**config.mk**
```make
export PLATFORM = sky130hd
export DESIGN_NAME = uart_tx_sequencer_flat
export DESIGN_NICKNAME = d
export VERILOG_FILES = /design/src/rtl/uart_tx_sequencer_if.sv /design/src/rtl/uart_tx_sequencer.sv /design/src/flat_wrapper.sv
export SDC_FILE = /design/constraint.sdc
export NUM_CORES = 1
export LEC_CHECK = 0
export CAP_MARGIN = 30
export CORE_ASPECT_RATIO = 0.5
export CORE_MARGIN = 3
export CORE_UTILIZATION = 25
export DETAILED_ROUTE_END_ITERATION = 7
export PLACE_DENSITY = 0.54
export SLEW_MARGIN = 20
export SYNTH_ARGS = -nofsm -noshare
export SYNTH_HDL_FRONTEND = slang
export SYNTH_SLANG_ARGS = --single-unit
export TNS_END_PERCENT = 10
```
**constraint.sdc**
```tcl
create_clock -name clk -period 2.63 [get_ports clk]
set_input_delay 0.263 -clock clk [delete_from_list [all_inputs] [get_ports clk]]
set_output_delay 0.263 -clock clk [all_outputs]
set_load 0.05 [all_outputs]
```
**src/rtl/uart_tx_sequencer_if.sv**
```systemverilog
// Host-side byte handshake for the UART transmit sequencer.
interface uart_tx_sequencer_if;
  logic [7:0] in_data;
  logic       in_valid;
  logic       in_ready;

  modport master (output in_data, output in_valid, input in_ready);
  modport slave  (input in_data, input in_valid, output in_ready);
endinterface

```
**src/rtl/uart_tx_sequencer.sv**
```systemverilog
// UART transmit sequencer: frames host bytes as start/data/stop bits on tx.
// The divisor is captured once per frame at byte acceptance.
module uart_tx_sequencer #(
  parameter int DATA_BITS = 8,
  parameter int STOP_BITS = 1,
  parameter int MIN_DIV   = 5
) (
  input  logic                       clk,
  input  logic                       reset,
  input  logic                       enable,
  input  logic [7:0]                 divisor,
  uart_tx_sequencer_if.slave         host,
  output logic                       tx,
  output logic                       busy,
  output logic                       done,
  output logic                       div_wr_ok
);

  typedef enum logic [1:0] {
    IDLE  = 2'd0,
    START = 2'd1,
    DATA  = 2'd2,
    STOP  = 2'd3
  } state_t;

  state_t     state_r, state_s;
  logic [7:0] shift_r, shift_s;
  logic [7:0] period_r, period_s;
  logic [7:0] cnt_r, cnt_s;
  logic [2:0] bit_r, bit_s;
  logic       stop_r, stop_s;
  logic       tx_r, tx_s;
  logic       busy_r, busy_s;
  logic       done_r, done_s;
  logic       xfer_s;
  logic       tick_s;

  function automatic logic [7:0] clamp_div(input logic [7:0] d);
    if (d < 8'(MIN_DIV)) begin
      return 8'(MIN_DIV);
    end else begin
      return d;
    end
  endfunction

  // Handshake and divisor-write permission are gated by reset so both read 0 while it is held
  assign host.in_ready = (state_r == IDLE) & enable & ~reset;
  assign div_wr_ok     = (state_r == IDLE) & ~enable & ~reset;
  assign xfer_s        = host.in_valid & host.in_ready;
  assign tick_s        = (cnt_r == (period_r - 8'd1));

  // Next-state, counters, and next values of the registered line outputs
  always_comb begin
    state_s  = state_r;
    shift_s  = shift_r;
    period_s = period_r;
    cnt_s    = cnt_r;
    bit_s    = bit_r;
    stop_s   = stop_r;
    tx_s     = 1'b1;
    busy_s   = 1'b0;
    done_s   = 1'b0;

    case (state_r)
      IDLE: begin
        if (xfer_s) begin
          shift_s  = host.in_data;
          period_s = clamp_div(divisor);
          cnt_s    = 8'd0;
          bit_s    = 3'd0;
          state_s  = START;
        end else begin
          state_s  = IDLE;
        end
      end
      START: begin
        if (tick_s) begin
          cnt_s   = 8'd0;
          state_s = DATA;
        end else begin
          cnt_s   = cnt_r + 8'd1;
        end
      end
      DATA: begin
        if (tick_s) begin
          cnt_s   = 8'd0;
          shift_s = {1'b0, shift_r[7:1]};
          if (bit_r == 3'(DATA_BITS - 1)) begin
            stop_s  = 1'b0;
            state_s = STOP;
          end else begin
            bit_s   = bit_r + 3'd1;
          end
        end else begin
          cnt_s = cnt_r + 8'd1;
        end
      end
      STOP: begin
        if (tick_s) begin
          cnt_s = 8'd0;
          if (stop_r == 1'(STOP_BITS - 1)) begin
            state_s = IDLE;
          end else begin
            stop_s  = stop_r + 1'b1;
          end
        end else begin
          cnt_s = cnt_r + 8'd1;
        end
      end
      default: begin
        state_s = IDLE;
      end
    endcase

    // Outputs are registered, so derive them from where the FSM is heading
    case (state_s)
      START:   tx_s = 1'b0;
      DATA:    tx_s = shift_s[0];
      default: tx_s = 1'b1;
    endcase
    busy_s = (state_s != IDLE);
    done_s = (state_s == STOP) && (cnt_s == (period_s - 8'd1)) &&
             (stop_s == 1'(STOP_BITS - 1));
  end

  // State and output registers; reset abandons any frame in flight
  always_ff @(posedge clk or posedge reset) begin
    if (reset) begin
      state_r  <= IDLE;
      shift_r  <= 8'd0;
      period_r <= 8'd0;
      cnt_r    <= 8'd0;
      bit_r    <= 3'd0;
      stop_r   <= 1'b0;
      tx_r     <= 1'b1;
      busy_r   <= 1'b0;
      done_r   <= 1'b0;
    end else begin
      state_r  <= state_s;
      shift_r  <= shift_s;
      period_r <= period_s;
      cnt_r    <= cnt_s;
      bit_r    <= bit_s;
      stop_r   <= stop_s;
      tx_r     <= tx_s;
      busy_r   <= busy_s;
      done_r   <= done_s;
    end
  end

  assign tx   = tx_r;
  assign busy = busy_r;
  assign done = done_r;

endmodule

```
**src/flat_wrapper.sv**
```systemverilog
// flat-port wrapper written by rule: the top's interface ports become plain ports
module uart_tx_sequencer_flat 
#(
  parameter int DATA_BITS = 8,
  parameter int STOP_BITS = 1,
  parameter int MIN_DIV   = 5
)
  (clk, reset, enable, divisor, tx, busy, done, div_wr_ok, host_in_data, host_in_valid, host_in_ready);
  uart_tx_sequencer_if host_i ();
  input  logic clk;
  input  logic reset;
  input  logic enable;
  input  logic [7:0] divisor;
  output logic tx;
  output logic busy;
  output logic done;
  output logic div_wr_ok;
  input wire logic [$bits(host_i.in_data)-1:0] host_in_data;
  input wire logic [$bits(host_i.in_valid)-1:0] host_in_valid;
  output wire logic [$bits(host_i.in_ready)-1:0] host_in_ready;
  assign host_i.in_data = host_in_data;
  assign host_i.in_valid = host_in_valid;
  assign host_in_ready = host_i.in_ready;
  uart_tx_sequencer #(.DATA_BITS(DATA_BITS), .STOP_BITS(STOP_BITS), .MIN_DIV(MIN_DIV)) u_core (.clk(clk), .reset(reset), .enable(enable), .divisor(divisor), .host(host_i), .tx(tx), .busy(busy), .done(done), .div_wr_ok(div_wr_ok));
endmodule
```
==> results of run 1 <==
[cells by family (layout without fill, tap and decap cells)]
logic type               after synthesis  count (layout)
AND/OR/NAND/NOR                      106             106
AO/OA/AOI/OAI                         54              54
flip-flops                            33              33
XOR/XNOR                              23              23
buffers and inverters                 22              95
adder cells (fa/ha/maj)                5               5
multiplexers                           3               3
[what timing repair did]
item,4_1_cts,5_1_grt
pin swaps,4,12
hold buffers,0,0
setup buffers,1,2
setup endpoints to repair,15,13
gates resized for setup,7,9
[through the flow]
stage | std cells | worst slack [ps] | hold slack [ps] | instance area [um2] | utilization
floorplan | 246 | -172.0 | 378.3 | 2216 | -
global placement | 420 | -273.6 | 458.4 | 2905 | 0.3505
detailed placement | 420 | -315.5 | 462.5 | 2905 | 0.3505
CTS | 429 | -210.9 | 477.0 | 3126 | 0.3771
global route | 431 | -342.0 | 501.1 | 3159 | 0.3812
finish | 431 | -220.0 | 475.8 | 3159 | 0.3812
[how the worst max path moves through the flow]
stage	from	to	slack, ps
6_report	u_core.period_r[1]	u_core.done	-220
5_1_grt	u_core.period_r[1]	u_core.done	-340
4_1_cts	u_core.period_r[2]	u_core.done	-210
3_5_place_dp	u_core.period_r[0]	u_core.done	-320
3_3_place_gp	divisor[6]	u_core.done	-270
2_1_floorplan	u_core.period_r[3]	u_core.done	-170
[power breakdown]
group | internal, mW | switching, mW
logic | 1.10 | 1.12
registers | 0.715 | 0.184
clock network | 0.472 | 0.219
[flip-flops by register name (all words and copies together) (netlist names)]
name,flops
u_core.tx,1
u_core.busy,1
u_core.state_r,2
u_core.shift_r,8
u_core.period_r,8
u_core.bit_r,3
u_core.stop_r,1
u_core.done,1
u_core.cnt_r,8
[final cells by class]
class,instances,area [um2]
Timing Repair Buffer,76,630.6
Clock buffer,6,138.9
Tap cell,112,140.1
Multi-Input combinational cell,191,1344
Clock inverter,2,37.54
Sequential cell,33,827.0
Fill cell,834,5129
Inverter,11,41.29
[placed cells by master (no fill, tap or decap), types with 6 or more instances in the layout]
cell and count:
nor2_1 17, xor2_1 7, nor3_1 9, xnor2_1 14
a22oi_1 6, inv_1 9, dfrtp_1 32, nand2_1 41
nand3_1 6, o21ai_0 9, clkdlybuf4s50_1 24, buf_4 52
[layer usage]
metal  up-vias  GRT usage  part of all wire
li1       1020          -                 -
met1       988     0.1661              0.52
met2        35     0.2069              0.45
met3         4    0.02238             0.023
met5         -          0                 0
met4         0    0.04664            0.0091
[worst min-delay path, delay by kind of cell (launching register included)]
kind,cells,cell delay (ps)
DFF,1,340
and+or+nand+nor,2,100
==> flow_summary.json, run 1 <==
{
  "status": "complete, but fails checks",
  "violations": "setup timing",
  "finalCritPeriodShare": 1.084,
  "critical_path_class": "reg2reg",
  "crit_buf_inv": 0,
  "fmax_ghz": 0.3509,
  "grt_pass1_vias": 2075,
  "synth_cells": 246,
  "port_buffers": 24,
  "synthSimpleGateAreaFrac": 0.2462,
  "avgSynthCellArea_um2": 8.967,
  "rsz0062_at_grt": "true",
  "n_antenna_cell": 0,
  "cts-root-buf": "clkbuf_16",
  "grt_pass1_wl_um": 10080,
  "synth.distinct_cells": 53,
  "worstPathCellList": "or4_1, nand4_1, o211ai_1, o211ai_4, nor3_2, or3_4, and3_4, o41a_1, o2111a_1",
  "fp.dieW_um": 138.8,
  "fin_crit_ps": 2850,
  "drv_cap": 0,
  "synth_edf_count": 0,
  "synthFlopType": "dfrtp_1",
  "cts_inserted_buffers": 5,
  "drtIter0Drc": 78,
  "dp_hpwl_um": 4655,
  "cp-start-kind": "register",
  "grt_overflow": 0,
  "syn_nets": 271,
  "yosys_register_bits": 33,
  "tightest_slew_ps": 505.8,
  "regToRegStartpoint": "u_core.period_r[1]",
  "syn_area_um2": 2206,
  "hold_depth": 2,
  "clk_pin_slew_worst_paths_ps": 60,
  "rr_worst_depth": 9,
  "slew_viol_final": 0,
  "max_stage_delay_ps": 520,
  "drt-total-wl_um": 6035,
  "die_h_um": 72.42,
  "vias_per_cell": 4.749,
  "dieArea_um2": 10050,
  "r2r_slack_ps": -220,
  "synth_area_leader_cell": "dfrtp_1",
  "cts_tree": "done",
  "ant_nets": 0,
  "ys_warn_count": 0,
  "cp_max_fo": 6,
  "synth-adder-area-share": 0.02836,
  "initial_utilization": 0.2662,
  "rows": 23,
  "synth-compound-area-share": 0.2002,
  "h-tree-depth": 2,
  "min_delay_worst_endpoint": "u_core.shift_r[3]",
  "area_growth_pct": 43.22,
  "critPathCaptureType": "register",
  "finalSetupTns_ps": -364.9,
  "worst_slack_ps": -220.0,
  "grt_max_degree": 34,
  "drtPass1Iterations": 4,
  "clk_latency_ps": 280,
  "vias": 2047,
  "coreArea_um2": 8288,
  "nets": 343,
  "max-slew-margin-rel": 0.6617,
  "setup_viol": 3,
  "ir_drop_v": 0.0004094,
  "cts.sinks": 33,
  "routedWlPerCell_um": 14.00,
  "synthXorXnorAreaFrac": 0.09132,
  "report.power.total_mw": 3.804,
  "arrival_ps": 3010,
  "final_layout_size_suffix_gt1_frac": 0.2696,
  "cp_top_family": "simple AND/OR/NAND/NOR gates",
  "p_leak_nw": 1.383,
  "cp.depth": 9,
  "synth_most_common_cell": "nand2_1",
  "seq_area_frac_synth": 0.3749,
  "finalHoldViolations": 0,
  "grtUsageTotal": 0.1251,
  "powerDensity_nw_per_um2": 1204,
  "synth_top_family_by_area": "simple AND/OR/NAND/NOR gates",
  "crit_slowest_cell": "or4_1",
  "clock_path_buffers": 2,
  "reg2reg_to": "u_core.done",
  "synthTopCellsByArea": "dfrtp_1 (36%), nand2_1 (7.0%), xnor2_1 (6.4%)",
  "synth_top_area_share": 0.3630,
  "hold_path.startpoint": "u_core.shift_r[3]",
  "synthMuxAreaShare": 0.01361,
  "synth_common_cells": "nand2_1 (41), dfrtp_1 (32), nor2_1 (19)",
  "gp_congestion": 0.8620,
  "ioPinCount": 25,
  "route.detailed.drc": 0,
  "antenna_found_initial": 0,
  "async_reset_ff_frac": 1.000,
  "hp-class": "reg2reg",
  "clock_skew_ps": 4.345,
  "crit_required_ps": 2790
}
No activity file was read; power rests on OpenSTA's default activity.
==> inputs of run 2 (changes only) <==
--- a/config.mk
+++ b/config.mk
@@ -10,7 +10,7 @@
 export CORE_MARGIN = 3
 export CORE_UTILIZATION = 25
 export DETAILED_ROUTE_END_ITERATION = 7
-export PLACE_DENSITY = 0.54
+export PLACE_DENSITY = 0.53
 export SLEW_MARGIN = 20
 export SYNTH_ARGS = -nofsm -noshare
 export SYNTH_HDL_FRONTEND = slang
==> constraint.sdc (replaced) <==
create_clock -name clk -period 3.34 [get_ports clk]
set_input_delay 0.334 -clock clk [delete_from_list [all_inputs] [get_ports clk]]
set_output_delay 0.334 -clock clk [all_outputs]
set_load 0.05 [all_outputs]
==> run 2 against run 1 <==
Design area shrank 13%. Highest routed layer unchanged. Wire length decreased by 8.1%. Critical path depth increased by 1. The flow now finishes without violations. Sequential share of layout area is 3.7 points higher. Largest power group unchanged. Sequential power decreased by 13%. Combinational power shrank 43%.
==> flow_summary.json, run 2 (synthesized netlist as in run 1, its figures left out) <==
{
  "vias": 1878,
  "ant_nets": 0,
  "drt-total-wl_um": 5544,
  "ctsHoldBuffers": 0,
  "ir_drop_v": 0.0003260,
  "cts_inserted_buffers": 5,
  "clk_latency_ps": 280,
  "arrival_ps": 3200,
  "final_layout_size_suffix_gt1_frac": 0.1091,
  "critical_path_class": "reg2reg",
  "fp.dieW_um": 138.8,
  "grt_overflow": 0,
  "h-tree-depth": 2,
  "max-slew-margin-rel": 0.4837,
  "power.share.clock": 0.210,
  "cp-start-kind": "register",
  "ioPinCount": 25,
  "cts_tree": "done",
  "seqPwrFrac": 0.300,
  "clock_path_buffers": 2,
  "area_growth_pct": 25.30,
  "initial_utilization": 0.2662,
  "n_antenna_cell": 0,
  "critPathCaptureType": "register",
  "post-cts-setup-buffer-count": 0,
  "max_stage_delay_ps": 480,
  "cts.sinks": 33,
  "drtIter0Drc": 112,
  "clk_pin_slew_worst_paths_ps": 60,
  "dp_hpwl_um": 4224,
  "drv_cap": 0,
  "crit_slowest_cell": "dfrtp_1",
  "crit_top_cell": "mux2i_1",
  "gp_congestion": 0.8664,
  "fin_crit_ps": 3033,
  "p_sw_mw": 1.104,
  "regToRegStartpoint": "u_core.period_r[2]",
  "comb_power_share": 0.489,
  "coreArea_um2": 8288,
  "route.detailed.drc": 0,
  "nets": 299,
  "worstPathCellList": "nor3_1, buf_4, mux2i_1, mux2i_1, a21oi_4, nor3_2, or3_4, nor3b_1, o41a_1, o2111a_1",
  "p_leak_nw": 1.158,
  "rr_worst_depth": 10,
  "reg_top3": "u_core.cnt_r: 8 flops, u_core.period_r: 8 flops, u_core.shift_r: 8 flops",
  "grt_pass1_vias": 1857,
  "cts-root-buf": "clkbuf_16",
  "routedWlPerCell_um": 14.33,
  "port_buffers": 24,
  "status": "completed",
  "rsz0062_at_grt": "false",
  "finalCritPeriodShare": 0.9082,
  "mostFrequentLayoutCells": "nand2_1 (41), dfrtp_1 (32), clkdlybuf4s50_1 (24)",
  "powerDensity_nw_per_um2": 939.8,
  "ctsResizeCount": 0,
  "hold_depth": 2,
  "crit_required_ps": 3500,
  "vias_per_cell": 4.853,
  "cp_max_fo": 8,
  "fillers": 856,
  "dieArea_um2": 10050,
  "r2r_slack_ps": 310,
  "grt_pass1_wl_um": 9501,
  "cp-endpoint": "u_core.done",
  "finalHoldViolations": 0,
  "tightest_slew_ps": 771.7,
  "finalSetupTns_ps": 0,
  "reg2reg_to": "u_core.done",
  "setup_viol": 0,
  "intPower_mw": 1.494,
  "die_h_um": 72.42,
  "grt_max_degree": 24,
  "antenna_found_initial": 0,
  "worstSetupStartpoint": "u_core.period_r[2]",
  "whs_ps": 476.8,
  "drtPass1Iterations": 4,
  "swShare": 0.4249,
  "grtUsageTotal": 0.1165,
  "hp-class": "reg2reg",
  "layout_commonest_cell": "nand2_1",
  "clock_skew_ps": 4.989,
  "rows": 23,
  "slew_viol_final": 0,
  "fmax_ghz": 0.3297
}
[run 2: worst min-delay path by stage]
stage / startpoint / end
floorplan: u_core.shift_r[2] / u_core.shift_r[2]
detailed placement: u_core.shift_r[3] / u_core.shift_r[3]
global route: u_core.shift_r[3] / u_core.shift_r[3]
global placement: u_core.shift_r[2] / u_core.shift_r[2]
finish: u_core.shift_r[3] / u_core.shift_r[3]
CTS: u_core.shift_r[3] / u_core.shift_r[3]
[run 2: area by class of cell]
cell class / count / area, um2 / area share
inverter: 11 / 41.29 / 0.01494
timing repair buffer: 32 / 300.3 / 0.1086
sequential: 33 / 827.0 / 0.2992
tap: 112 / 140.1 / 0.05070
multi-input combinational: 191 / 1279 / 0.4627
clock inverter: 2 / 37.54 / 0.01358
clock buffer: 6 / 138.9 / 0.05025
[run 2: power groups by stage]
stage	Clock, mW	Combinational (mW)	Sequential, mW
CTS	0.558	1.27	0.778
floorplan	0	1.01	0.732
global placement	0	1.25	0.774
finish	0.546	1.27	0.780
detailed placement	0	1.27	0.783
global route	0.580	1.41	0.806
[run 2: per-layer routing]
metal,wire length (um),GRT usage,share of wire,vias to the layer above
met3,198,0.02765,0.036,4
met1,2870,0.1642,0.52,901
met2,2436,0.1816,0.44,34
li1,-,-,-,939
met4,38,0.02928,0.0069,0
met5,0,0,0,-
[run 2: per-stage QoR]
step	std cells	util	total power [mW]	area [um2]	setup slack, ps
floorplan	246	-	1.745	2206	511.1
global placement	379	0.3122	2.029	2587	318.5
detailed placement	379	0.3122	2.050	2587	213.2
CTS	387	0.3335	2.610	2764	310.8
global route	387	0.3335	2.800	2764	124.6
finish	387	0.3335	2.598	2764	306.6
[run 2: critical path: cells and delay by family, from the launching register on]
kind / cells / cell delay (ps)
flip-flops: 1 / 480
AND/OR/NAND/NOR: 4 / 990
AO/OA/AOI/OAI: 3 / 930
buffers and inverters: 1 / 190
multiplexers: 2 / 320
==> inputs of run 3 (changes only) <==
--- a/config.mk
+++ b/config.mk
@@ -7,7 +7,6 @@
 export LEC_CHECK = 0
 export CAP_MARGIN = 30
 export CORE_ASPECT_RATIO = 0.5
-export CORE_MARGIN = 3
 export CORE_UTILIZATION = 25
 export DETAILED_ROUTE_END_ITERATION = 7
 export PLACE_DENSITY = 0.53
==> run 3 against run 2 <==
Cell count is 0.52% lower. Count of clock-buffer cells in the layout is 1 lower. Global-route usage is 1.5 points higher. Non-clock buffer count is 2 lower. Sequential share of layout area is 0.54 points higher. Worst setup slack worse by 38 ps. Clock skew is 2.0 ps lower. Critical path type unchanged. Largest cell class unchanged.
==> flow_summary.json, run 3 (synthesized netlist as in run 1, its figures left out) <==
{
  "status": "completed",
  "routedWlPerCell_um": 14.15,
  "stdcell_count": 385,
  "mostFrequentLayoutCells": "nand2_1 (41), dfrtp_1 (32), clkdlybuf4s50_1 (24)",
  "nets": 297,
  "vias": 1885,
  "dieArea_um2": 9226,
  "slew_viol_final": 0,
  "grt_max_degree": 23,
  "vias_per_cell": 4.896,
  "clock_skew_ps": 2.954,
  "rows": 23,
  "reg_top3": "u_core.cnt_r: 8 flops, u_core.period_r: 8 flops, u_core.shift_r: 8 flops",
  "hold_depth": 2,
  "cp_max_fo": 8,
  "ir_drop_v": 0.0003517,
  "final_layout_size_suffix_gt1_frac": 0.1026,
  "finalCritPeriodShare": 0.9195,
  "hp-class": "reg2reg",
  "drt-total-wl_um": 5447,
  "p_leak_nw": 1.134,
  "clk_pin_slew_worst_paths_ps": 50,
  "cts_inserted_buffers": 5,
  "setup_viol": 0,
  "port_buffers": 24,
  "grtUsageTotal": 0.1312,
  "grt_pass1_vias": 1877,
  "dp.cells": 377,
  "max-slew-margin-rel": 0.4801,
  "antenna_found_initial": 0,
  "cts_tree": "done",
  "route.detailed.drc": 0,
  "post-cts-setup-buffer-count": 0,
  "ctsResizeCount": 0,
  "fillers": 840,
  "grt_overflow": 0,
  "arrival_ps": 3230,
  "dp_hpwl_um": 4166,
  "ioPinCount": 25,
  "finalHoldViolations": 0,
  "gp_congestion": 0.8412,
  "crit_buf_inv": 1,
  "n_antenna_cell": 0,
  "finalSetupTns_ps": 0,
  "grt_pass1_wl_um": 9156,
  "drtPass1Iterations": 4,
  "critical_path_class": "reg2reg",
  "rsz0062_at_grt": "false",
  "crit_slowest_cell": "dfrtp_1",
  "fmax_ghz": 0.3256,
  "ant_nets": 0,
  "critPathCaptureType": "register",
  "initial_utilization": 0.2671,
  "max_stage_delay_ps": 430,
  "cts-root-buf": "clkbuf_16",
  "cts.sinks": 33,
  "worstPathCellList": "inv_1, ha_1, and2_1, a211o_1, a31o_2, o211ai_4, nor3_2, or3_4, nor3b_1, o41a_1, o2111a_1",
  "cp_top_family": "compound AO/OA/AOI/OAI gates",
  "ctsHoldBuffers": 0,
  "area_growth_pct": 23.09,
  "rr_worst_depth": 11,
  "tightest_slew_ps": 777.1,
  "die_h_um": 68.42,
  "fp.dieW_um": 134.8,
  "crit_required_ps": 3500,
  "clk_latency_ps": 280,
  "coreArea_um2": 8259,
  "powerDensity_nw_per_um2": 911.6,
  "h-tree-depth": 2,
  "layout_commonest_cell": "nand2_1",
  "cp.depth": 11,
  "fin_crit_ps": 3071,
  "drv_cap": 0,
  "drtIter0Drc": 60,
  "clock_path_buffers": 2,
  "cp-start-kind": "register"
}
-- run 3: report_power, final --
| part | internal (mW) | total, mW | leakage [nW] | switching, mW |
|---|---|---|---|---|
| Sequential | 0.561 | 0.793 | 0.416 | 0.232 |
| Clock | 0.273 | 0.441 | 0.0696 | 0.168 |
| Combinational | 0.548 | 1.24 | 0.649 | 0.693 |
-- run 3: metal layers --
layer	global-route usage	part of all wire	up-vias
met4	0.05337	0.0062	0
met3	0.02963	0.069	2
met2	0.2152	0.44	54
li1	-	-	933
met1	0.1700	0.48	896
met5	0	0	-
-- run 3: worst min-delay path, stage by stage, from the launching register on --
cell     delay (ps)
dfrtp_1         340
nand2_1          50
nand2_1          50
-- run 3: worst paths after layout --
check                                          to          startpoint  slack [ps]
worst min-delay path            u_core.shift_r[4]   u_core.shift_r[4]         470
worst min register to register  u_core.shift_r[4]   u_core.shift_r[4]         470
min in group asynchronous       u_core.shift_r[1]               reset         520
max in group asynchronous         u_core.cnt_r[1]               reset        2130
worst max register to register        u_core.done  u_core.period_r[0]         270
worst max-delay path                  u_core.done  u_core.period_r[0]         270
-- run 3: cell type report --
type                       count  area, um2  share of cell area
sequential                    33      827.0              0.3046
clock buffer                   5      125.1             0.04608
tap                          112      140.1             0.05161
clock inverter                 3      17.52            0.006452
multi-input combinational    191       1279              0.4710
timing repair buffer          30      285.3              0.1051
inverter                      11      41.29             0.01521
-- run 3: per-stage QoR --
step | cell area [um2] | utilization | hold slack [ps] | worst slack, ps | power, mW
detailed placement | 2572 | 0.3115 | 463.7 | 210.5 | 2.036
global route | 2715 | 0.3287 | 510.7 | 33.79 | 2.674
global placement | 2572 | 0.3115 | 458.5 | 264.0 | 2.014
CTS | 2715 | 0.3287 | 477.6 | 276.2 | 2.489
finish | 2715 | 0.3287 | 474.4 | 269.0 | 2.475
floorplan | 2206 | - | 446.8 | 511.1 | 1.745
